`config.mk`:
```
export PLATFORM = sky130hd
export DESIGN_NAME = stack_unit
export DESIGN_NICKNAME = d
export VERILOG_FILES = /design/src/rtl/stack_unit_pkg.sv /design/src/rtl/pair_decode.sv /design/src/rtl/stack_unit.sv
export SDC_FILE = /design/constraint.sdc
export NUM_CORES = 1
export LEC_CHECK = 0
export CORE_MARGIN = 10
export CORE_UTILIZATION = 45
export DETAILED_ROUTE_END_ITERATION = 8
export PLACE_DENSITY = 0.78
export SKIP_LAST_GASP = 1
export SYNTH_ARGS = -nofsm -noshare
export SYNTH_HDL_FRONTEND = slang
export SYNTH_SLANG_ARGS = --single-unit
```
`constraint.sdc`:
```
create_clock -name clk -period 2 [get_ports clk]
set_input_delay 0.3 -clock clk [delete_from_list [all_inputs] [get_ports clk]]
set_output_delay 0.3 -clock clk [all_outputs]
set_load 0.005 [all_outputs]
```
`src/rtl/stack_unit_pkg.sv`:
```
// Shared encodings for the PUSH/POP stack sequencer: register indices,
// pair and op codes, and the FSM state type.
package stack_unit_pkg;

    localparam logic [2:0] REG_A    = 3'd0;
    localparam logic [2:0] REG_B    = 3'd1;
    localparam logic [2:0] REG_C    = 3'd2;
    localparam logic [2:0] REG_D    = 3'd3;
    localparam logic [2:0] REG_E    = 3'd4;
    localparam logic [2:0] REG_H    = 3'd5;
    localparam logic [2:0] REG_L    = 3'd6;
    localparam logic [2:0] REG_RSVD = 3'd7;

    localparam logic [1:0] PAIR_BC = 2'b00;
    localparam logic [1:0] PAIR_DE = 2'b01;
    localparam logic [1:0] PAIR_HL = 2'b10;
    localparam logic [1:0] PAIR_AR = 2'b11;

    localparam logic OP_PUSH = 1'b0;
    localparam logic OP_POP  = 1'b1;

    typedef enum logic [2:0] {
        ST_IDLE,
        ST_PUSH_HI,
        ST_PUSH_LO,
        ST_POP_LO,
        ST_POP_HI,
        ST_DONE
    } state_e;

endpackage

```
`src/rtl/pair_decode.sv`:
```
// Maps a register-pair code to its high and low register-file indices.
module pair_decode
    import stack_unit_pkg::*;
(
    input  logic [1:0] pair_i,
    output logic [2:0] hi_sel_o,
    output logic [2:0] lo_sel_o
);

    always_comb begin
        hi_sel_o = REG_A;
        lo_sel_o = REG_RSVD;
        unique case (pair_i)
            PAIR_BC: begin hi_sel_o = REG_B; lo_sel_o = REG_C;    end
            PAIR_DE: begin hi_sel_o = REG_D; lo_sel_o = REG_E;    end
            PAIR_HL: begin hi_sel_o = REG_H; lo_sel_o = REG_L;    end
            PAIR_AR: begin hi_sel_o = REG_A; lo_sel_o = REG_RSVD; end
        endcase
    end

endmodule

```
`src/rtl/stack_unit.sv`:
```
// Register-pair PUSH/POP sequencer: owns SP, drives the register file and
// a request/ready byte memory port. PUSH writes hi then lo downward; POP reads lo then hi upward.
module stack_unit
    import stack_unit_pkg::*;
#(
    parameter logic [15:0] SP_RESET = 16'hFFFF
) (
    input  logic        clk,
    input  logic        reset,
    input  logic        cmd_valid,
    output logic        cmd_ready,
    input  logic        cmd_op,
    input  logic [1:0]  cmd_pair,
    input  logic        sp_load,
    input  logic [15:0] sp_load_val,
    output logic [15:0] sp_out,
    output logic        busy,
    output logic        done,
    output logic [2:0]  rf_read_sel,
    input  logic [7:0]  rf_rd_data,
    output logic [2:0]  rf_write_sel,
    output logic [7:0]  rf_wdata,
    output logic        rf_we,
    output logic [15:0] mem_addr,
    output logic [7:0]  mem_wdata,
    output logic        mem_req,
    output logic        mem_we,
    input  logic [7:0]  mem_rdata,
    input  logic        mem_ready
);

    state_e      state_q;
    logic [15:0] sp_q;
    logic [2:0]  hi_q, lo_q;
    logic [2:0]  rd_sel_q, wr_sel_q;
    logic [7:0]  rf_wdata_q;
    logic        rf_we_q, done_q;
    logic [15:0] addr_q;
    logic        req_q, we_q;
    logic [2:0]  hi_sel, lo_sel;

    pair_decode u_pair_decode (
        .pair_i   (cmd_pair),
        .hi_sel_o (hi_sel),
        .lo_sel_o (lo_sel)
    );

    assign cmd_ready    = (state_q == ST_IDLE) && !sp_load;
    assign busy         = (state_q != ST_IDLE);
    assign sp_out       = sp_q;
    assign done         = done_q;
    assign rf_read_sel  = rd_sel_q;
    assign rf_write_sel = wr_sel_q;
    assign rf_wdata     = rf_wdata_q;
    assign rf_we        = rf_we_q;
    assign mem_addr     = addr_q;
    assign mem_req      = req_q;
    assign mem_we       = we_q;
    // Register data flows straight through; rd_sel_q is held during wait states.
    assign mem_wdata    = (state_q == ST_PUSH_HI || state_q == ST_PUSH_LO) ? rf_rd_data : 8'h00;

    always_ff @(posedge clk or negedge reset) begin
        if (!reset) begin
            state_q    <= ST_IDLE;
            sp_q       <= SP_RESET;
            hi_q       <= 3'd0;
            lo_q       <= 3'd0;
            rd_sel_q   <= 3'd0;
            wr_sel_q   <= 3'd0;
            rf_wdata_q <= 8'h00;
            rf_we_q    <= 1'b0;
            done_q     <= 1'b0;
            addr_q     <= 16'h0000;
            req_q      <= 1'b0;
            we_q       <= 1'b0;
        end else begin
            rf_we_q <= 1'b0;
            done_q  <= 1'b0;
            unique case (state_q)
                ST_IDLE: begin
                    if (sp_load) begin
                        sp_q <= sp_load_val;
                    end else if (cmd_valid) begin
                        hi_q  <= hi_sel;
                        lo_q  <= lo_sel;
                        req_q <= 1'b1;
                        if (cmd_op == OP_PUSH) begin
                            state_q  <= ST_PUSH_HI;
                            addr_q   <= sp_q - 16'd1;
                            rd_sel_q <= hi_sel;
                            we_q     <= 1'b1;
                        end else begin
                            state_q <= ST_POP_LO;
                            addr_q  <= sp_q;
                            we_q    <= 1'b0;
                        end
                    end
                end
                ST_PUSH_HI: if (mem_ready) begin
                    state_q  <= ST_PUSH_LO;
                    addr_q   <= sp_q - 16'd2;
                    rd_sel_q <= lo_q;
                end
                ST_PUSH_LO: if (mem_ready) begin
                    state_q <= ST_DONE;
                    sp_q    <= sp_q - 16'd2;
                    req_q   <= 1'b0;
                    we_q    <= 1'b0;
                    done_q  <= 1'b1;
                end
                ST_POP_LO: if (mem_ready) begin
                    state_q    <= ST_POP_HI;
                    rf_wdata_q <= mem_rdata;
                    wr_sel_q   <= lo_q;
                    rf_we_q    <= 1'b1;
                    addr_q     <= sp_q + 16'd1;
                end
                ST_POP_HI: if (mem_ready) begin
                    state_q    <= ST_DONE;
                    rf_wdata_q <= mem_rdata;
                    wr_sel_q   <= hi_q;
                    rf_we_q    <= 1'b1;
                    sp_q       <= sp_q + 16'd2;
                    req_q      <= 1'b0;
                    done_q     <= 1'b1;
                end
                ST_DONE: state_q <= ST_IDLE;
                default: state_q <= ST_IDLE;
            endcase
        end
    end

endmodule

```
* Word level (Yosys, flattened, before mapping)
Cells that the tools add are included.
** Word-level totals
- Register bits :: 59
- Input port bits :: 40
- Word-level logic and storage cells :: 93
** Cells by class
- Bitwise gates (word level) :: 1
- Equality and inequality tests :: 16
- Add/subtract/negate cells :: 4
- Mux-type cells :: 37
- Reductions and logical operators :: 23
** Operator list (number)
- two-way mux 16 bit :: 7
- one-hot mux 16 bit (3 select lines) :: 2
- one-hot mux 3 bit (4 select lines) :: 3
- two-way mux 3 bit :: 10
- adder 16 x 1 -> 16 bit (second input constant) :: 1
- adder 16 x 2 -> 16 bit (second input constant) :: 1
- inequality test 2 bit (second input constant) :: 8
- subtractor 16 x 1 -> 16 bit (second input constant) :: 1
- subtractor 16 x 2 -> 16 bit (second input constant) :: 1
- AND reduction 5 bit :: 3
- one-hot mux 3 bit (2 select lines) :: 2
- AND reduction 4 bit :: 3
- two-way mux 1 bit :: 9
- nonzero test 3 bit :: 3
- two-way mux 8 bit :: 1
- nonzero test 2 bit :: 4
- == test 3 x 2 -> 1 bit (second input constant) :: 2
- AND reduction 3 bit :: 2
- == test 2 bit (second input constant) :: 2
- one-hot mux 1 bit (2 select lines) :: 2
- OR reduction 2 bit :: 2
- == test 3 x 1 -> 1 bit (second input constant) :: 1
- == test 3 bit (second input constant) :: 1
- zero test 3 bit :: 1
- other kinds (9) :: 9

* Logic depth before layout (Yosys ltp)
- Depth in word-level cells :: 6
- Mapped depth :: 9
- Depth with buffers taken out :: 7

* Modules after synthesis
From an unflattened synthesis, not the netlist that was laid out.
** Second synthesis, totals
- Cells, all modules :: 509
- Area, all modules :: 4076.4 µm²
** Modules (own cells, without submodules)
- stack_unit :: area an instance 4037.6 µm², cells an instance 503, times used 1
- pair_decode :: area an instance 38.8 µm², cells an instance 6, times used 1

* Worst setup path after synthesis
OpenSTA, ideal clock, no wires.
- Kind :: reg2reg
- From :: register sp_q[1], in the netlist sp_out[1]
- To :: register sp_q[7], in the netlist sp_out[7]
- Arrival time :: 2.177 ns
- Setup slack :: -0.269 ns
- Period minus slack after synthesis :: 2.269 ns
- Required time :: 1.908 ns
- Setup time :: 0.092 ns
- Stages on the path, launching flop included :: 10
- Buffers on the path :: 2
- Cells stage by stage :: dfstp_2 > clkbuf_1 > inv_1 > ha_1 > nor2b_1 > and3_1 > clkbuf_1 > a221o_1 > a22oi_1 > o21ai_0
** On the way
- Word-level cells in the longest chain between the ends :: 3
** Ends and longest elaborated chain
- start, declared :: line stack_unit.sv:33 : logic [15:0] sp_q;
- start signal, assigned :: line stack_unit.sv:82 : sp_q <= sp_load_val;
- start signal, assigned :: line stack_unit.sv:106 : sp_q <= sp_q - 16'd2;
- start signal, assigned :: line stack_unit.sv:123 : sp_q <= sp_q + 16'd2;
- adder 16 x 2 -> 16 bit or subtractor 16 x 2 -> 16 bit (tied branches) :: line stack_unit.sv:123, stack_unit.sv:106
- two-way mux 16 bit (on tied branches) :: line stack_unit.sv:118, stack_unit.sv:104
- one-hot mux 16 bit (3 select lines) (*) :: line stack_unit.sv:79 : unique case (state_q)
Mark *: on every way between the ends. The rest lies on a longest branch, timed or not. The select of a mux whose other input is x is not followed.
A chain may end at the register's enable or synchronous reset.

* Worst setup path in the final report
- From :: register state_q[1]
- To :: output mem_wdata[5]
** On the way
- Word-level cells in the longest chain between the ends :: 3
** Ends and longest elaborated chain
- start, declared :: line stack_unit.sv:32 : state_e state_q;
- start signal, assigned :: line stack_unit.sv:64 : state_q <= ST_IDLE;
- start signal, assigned :: line stack_unit.sv:88 : state_q <= ST_PUSH_HI;
- start signal, assigned :: line stack_unit.sv:93 : state_q <= ST_POP_LO;
- == test 3 x 1 -> 1 bit or == test 3 x 2 -> 1 bit (tied branches) :: line stack_unit.sv:60 : assign mem_wdata = (state_q == ST_PUSH_HI || state_q == ST_PUSH_LO) ? rf_rd_data : 8'h00;
- logical OR 1 bit (*) :: line stack_unit.sv:60
- two-way mux 8 bit (*) :: line stack_unit.sv:60
- end, declared :: line stack_unit.sv:25 : output logic [7:0] mem_wdata,
Mark *: on every way between the ends. The rest lies on a longest branch, timed or not.

==> flow_summary.toml <==
[run_status]
run_status = "finished, violations left"
failing_checks = "negative setup slack"

[synth]
fraction_of_the_yosys_area_taken_by_sequential_cells_pct = 37.22
synthDominantAreaCellType = "sky130_fd_sc_hd__dfrtp_1"
yosysUniqueCellTypes = 62
synth_edf_count = 0
synth-seq-cells = 59
syn_area_um2 = 4020
synth_top_cells_by_area = "sky130_fd_sc_hd__dfrtp_1, sky130_fd_sc_hd__dfstp_2, sky130_fd_sc_hd__nand2_1, sky130_fd_sc_hd__o21ai_0, sky130_fd_sc_hd__a21oi_1"
synth_async_sr_flop_share_pct = 100.0
syn-num-nets = 541
postSynthAreaPerCell_um2 = 8.105
synth.top_cell.area_share_pct = 26.77
ys.flop_type = "sky130_fd_sc_hd__dfrtp_1"
synthTopCellsByCount = "sky130_fd_sc_hd__nand2_1, sky130_fd_sc_hd__dfrtp_1, sky130_fd_sc_hd__o21ai_0"
synth_most_common_cell = "sky130_fd_sc_hd__nand2_1"
synthCells = 496
synth-warning-count = 0

[finish]
n_antenna_cell = 0
finish.instance_area_um2 = 6501
area_delta_synth_final_pct = 61.72
fin_nets = 725
fin_util_pct = 74.55
stdcell_count = 793
n_fill_cell = 562
final_layout_size_suffix_gt1_share_pct = 30.95

[routing]
routed-via-count = 4854
detailedRoute.firstIterationViolations = 487
route.detailed.drc = 0
firstDrtPassIters = 6
antenna_violating_nets_post_route = 0
totalWireLength_um = 16030
route.detailed.vias_per_inst = 6.121
drt-wirelength-per-cell_um = 20.21

[worst_hold_path]
min_path_type = "in -> reg"
worst_hold_startpoint = "mem_rdata[3]"

[global_routing]
largest_net_degree_at_the_start_of_global_routing = 23
groute.usage.overall_pct = 22.30
first_global_vias = 4559
grt-ovfl-total = 0
grt_pass1_wl_um = 23830
number_of_antenna_violations_at_the_first_check_in_global_routing = 0

[cts]
clock_path_buffers = 2
cts_tree = "built"
clk_latency_worst_skew_pair_ns = 0.36
number_of_buffers_created_by_cts = 9
ctsHtreeMaxLevel = 3
clkSlewWorstSetupHoldPaths_ns = 0.08
clockRootBuffer = "sky130_fd_sc_hd__clkbuf_8"
cts_num_sinks = 59

[sta]
whs_ns = 0.4740
final_min_period_over_clock_period_pct = 109.3
tns_ns = -1.113
drv_slew = 0
rsz_0062_raised_after_global_routing = "yes"
final_hold_viol_count = 0
worst_slew_pin_tran_ns = 0.7717
layout_min_cycle_time_ns = 2.187
fin_worst_skew_ns = 0.01282
timing.final.ws_setup_ns = -0.1867
slew-limit-headroom_pct = 48.50
setup_violations = 15
fmax_mhz = 457.3

[critical_path]
crit_path_max_incr_delay_ns = 0.52
endpoint_kind = "primary output"
worst_ep_arrival_time_ns = 1.89
critPathSlowestCell = "sky130_fd_sc_hd__clkdlybuf4s50_1"
worst-path-max-fanout = 8
worst-setup-path-type = "reg -> out"
crit_path_start = "state_q[1]$_DFFE_PN0P_"
crit_path_cell_trace = "buf_4 > nor3b_4 > nor2_4 > nor2b_1 > clkdlybuf4s50_1"
critPathLaunchType = "flip-flop"
timing.critical_path.required_ns = 1.70
reg2reg_from = "sp_out[5]$_DFFE_PN1P_"

[placement]
detailedPlacementHpwl_um = 11260
placedInstanceArea_um2 = 5713
place.detailed.instances = 755
place_ws_ns = -0.2114
gp_routability_congestion = 0.9108
port_buffers = 99

[die]
num_rows = 34
core_area_um2 = 8721
die_x_um = 114.5
initial_utilization_pct = 46.10
fp.dieH_um = 114.5
ios = 100
die_area_um2 = 13110

[power]
worst_ir_drop_vdd_v = 0.0008014
p_total_mw = 10.35
power.density_cell_area_nw_per_um2 = 1592
total_leakage_power_nw = 2.758

[flow_run]
maxCapViolCount = 0
## flip-flops by register name, indices dropped and copies added (netlist names)
name          cells
mem_we            1
rf_we             1
done              1
rf_read_sel       3
sp_out           16
rf_write_sel      3
mem_req           1
state_q           3
hi_q              3
mem_addr         16
rf_wdata          8
lo_q              3
## worst max-delay path: cells and delay by family, from the launching register on
kind / cells / cell delay, ns
simple gates: 3 / 0.44
buf+inv: 2 / 0.69
flops: 1 / 0.40
## per-layer routing
metal | up-vias | wire length, µm | GRT usage, %
met5 | - | 0 | 0
met4 | 0 | 454 | 8.438
met3 | 59 | 1957 | 7.338
met2 | 330 | 7383 | 34.13
met1 | 2282 | 6230 | 28.44
li1 | 2183 | - | -
## what timing repair did
| item | 4_1_cts | 5_1_grt |
|---|---|---|
| setup endpoints to repair | 31 | 41 |
| hold buffers | 1 | 0 |
| hold endpoints to repair | 5 | 0 |
| gates cloned | 0 | 0 |
| pin swaps | 5 | 24 |
| resized for setup | 21 | 74 |
| buffers inserted | 3 | 20 |
## path summary, 6_finish.rpt
check,endpoint,slack [ns],depth (start not counted)
hold / removal,rf_wdata[3]$_DFFE_PN0P_,0.47,3
max in group asynchronous,sp_out[0]$_DFFE_PN1P_,0.75,3
setup / recovery,mem_wdata[5],-0.19,5
hold reg to reg,rf_wdata[0]$_DFFE_PN0P_,0.48,2
min in group asynchronous,mem_addr[13]$_DFFE_PN0P_,0.51,2
setup reg to reg,sp_out[13]$_DFFE_PN1P_,-0.17,7
## logic make-up (layout without fill, tap and decap cells)
kind of cell	after synthesis	after routing	synth area share, %
flip-flops	59	59	37.22
adder cells (fa/ha/maj)	5	5	1.556
buffers and inverters	51	240	5.073
XOR/XNOR	22	22	4.980
AND/OR/NAND/NOR	202	202	25.58
AO/OA/AOI/OAI	151	151	24.03
multiplexers	6	6	1.556
## cells in the final DEF, fill, tap and decap left out, drive strengths merged, types with 8 or more instances in the layout
cell	synthesis	final
o21a	9	9
o22ai	9	9
o21ai	48	48
dfrtp	43	43
nand2	66	66
nor2	35	35
nor2b	13	13
nand3	15	15
a31oi	8	8
nor4	12	12
nor3	14	14
inv	7	8
a21oi	31	31
nand4	8	8
xnor2	14	14
dfstp	16	16
xor2	8	8
clkdlybuf4s50	0	88
clkbuf	37	9
buf	6	117
## report_power, final
group / leakage, nW / internal [mW] / switching [mW] / total, mW
Sequential: 0.691 / 1.88 / 0.608 / 2.49
Combinational: 1.97 / 3.44 / 3.27 / 6.72
Clock: 0.0998 / 0.583 / 0.557 / 1.14
## area by class of cell
cell class / instances / area [µm²] / area share, %
clock buffers: 9 / 123.9 / 1.905
clock inverters: 7 / 77.57 / 1.193
inverters: 8 / 33.78 / 0.5196
multi-input cells: 386 / 2643 / 40.65
flip-flops and latches: 59 / 1499 / 23.06
well taps: 108 / 135.1 / 2.079
repair buffers: 216 / 1989 / 30.60
Note: power is estimated with default switching activity, not from simulation.
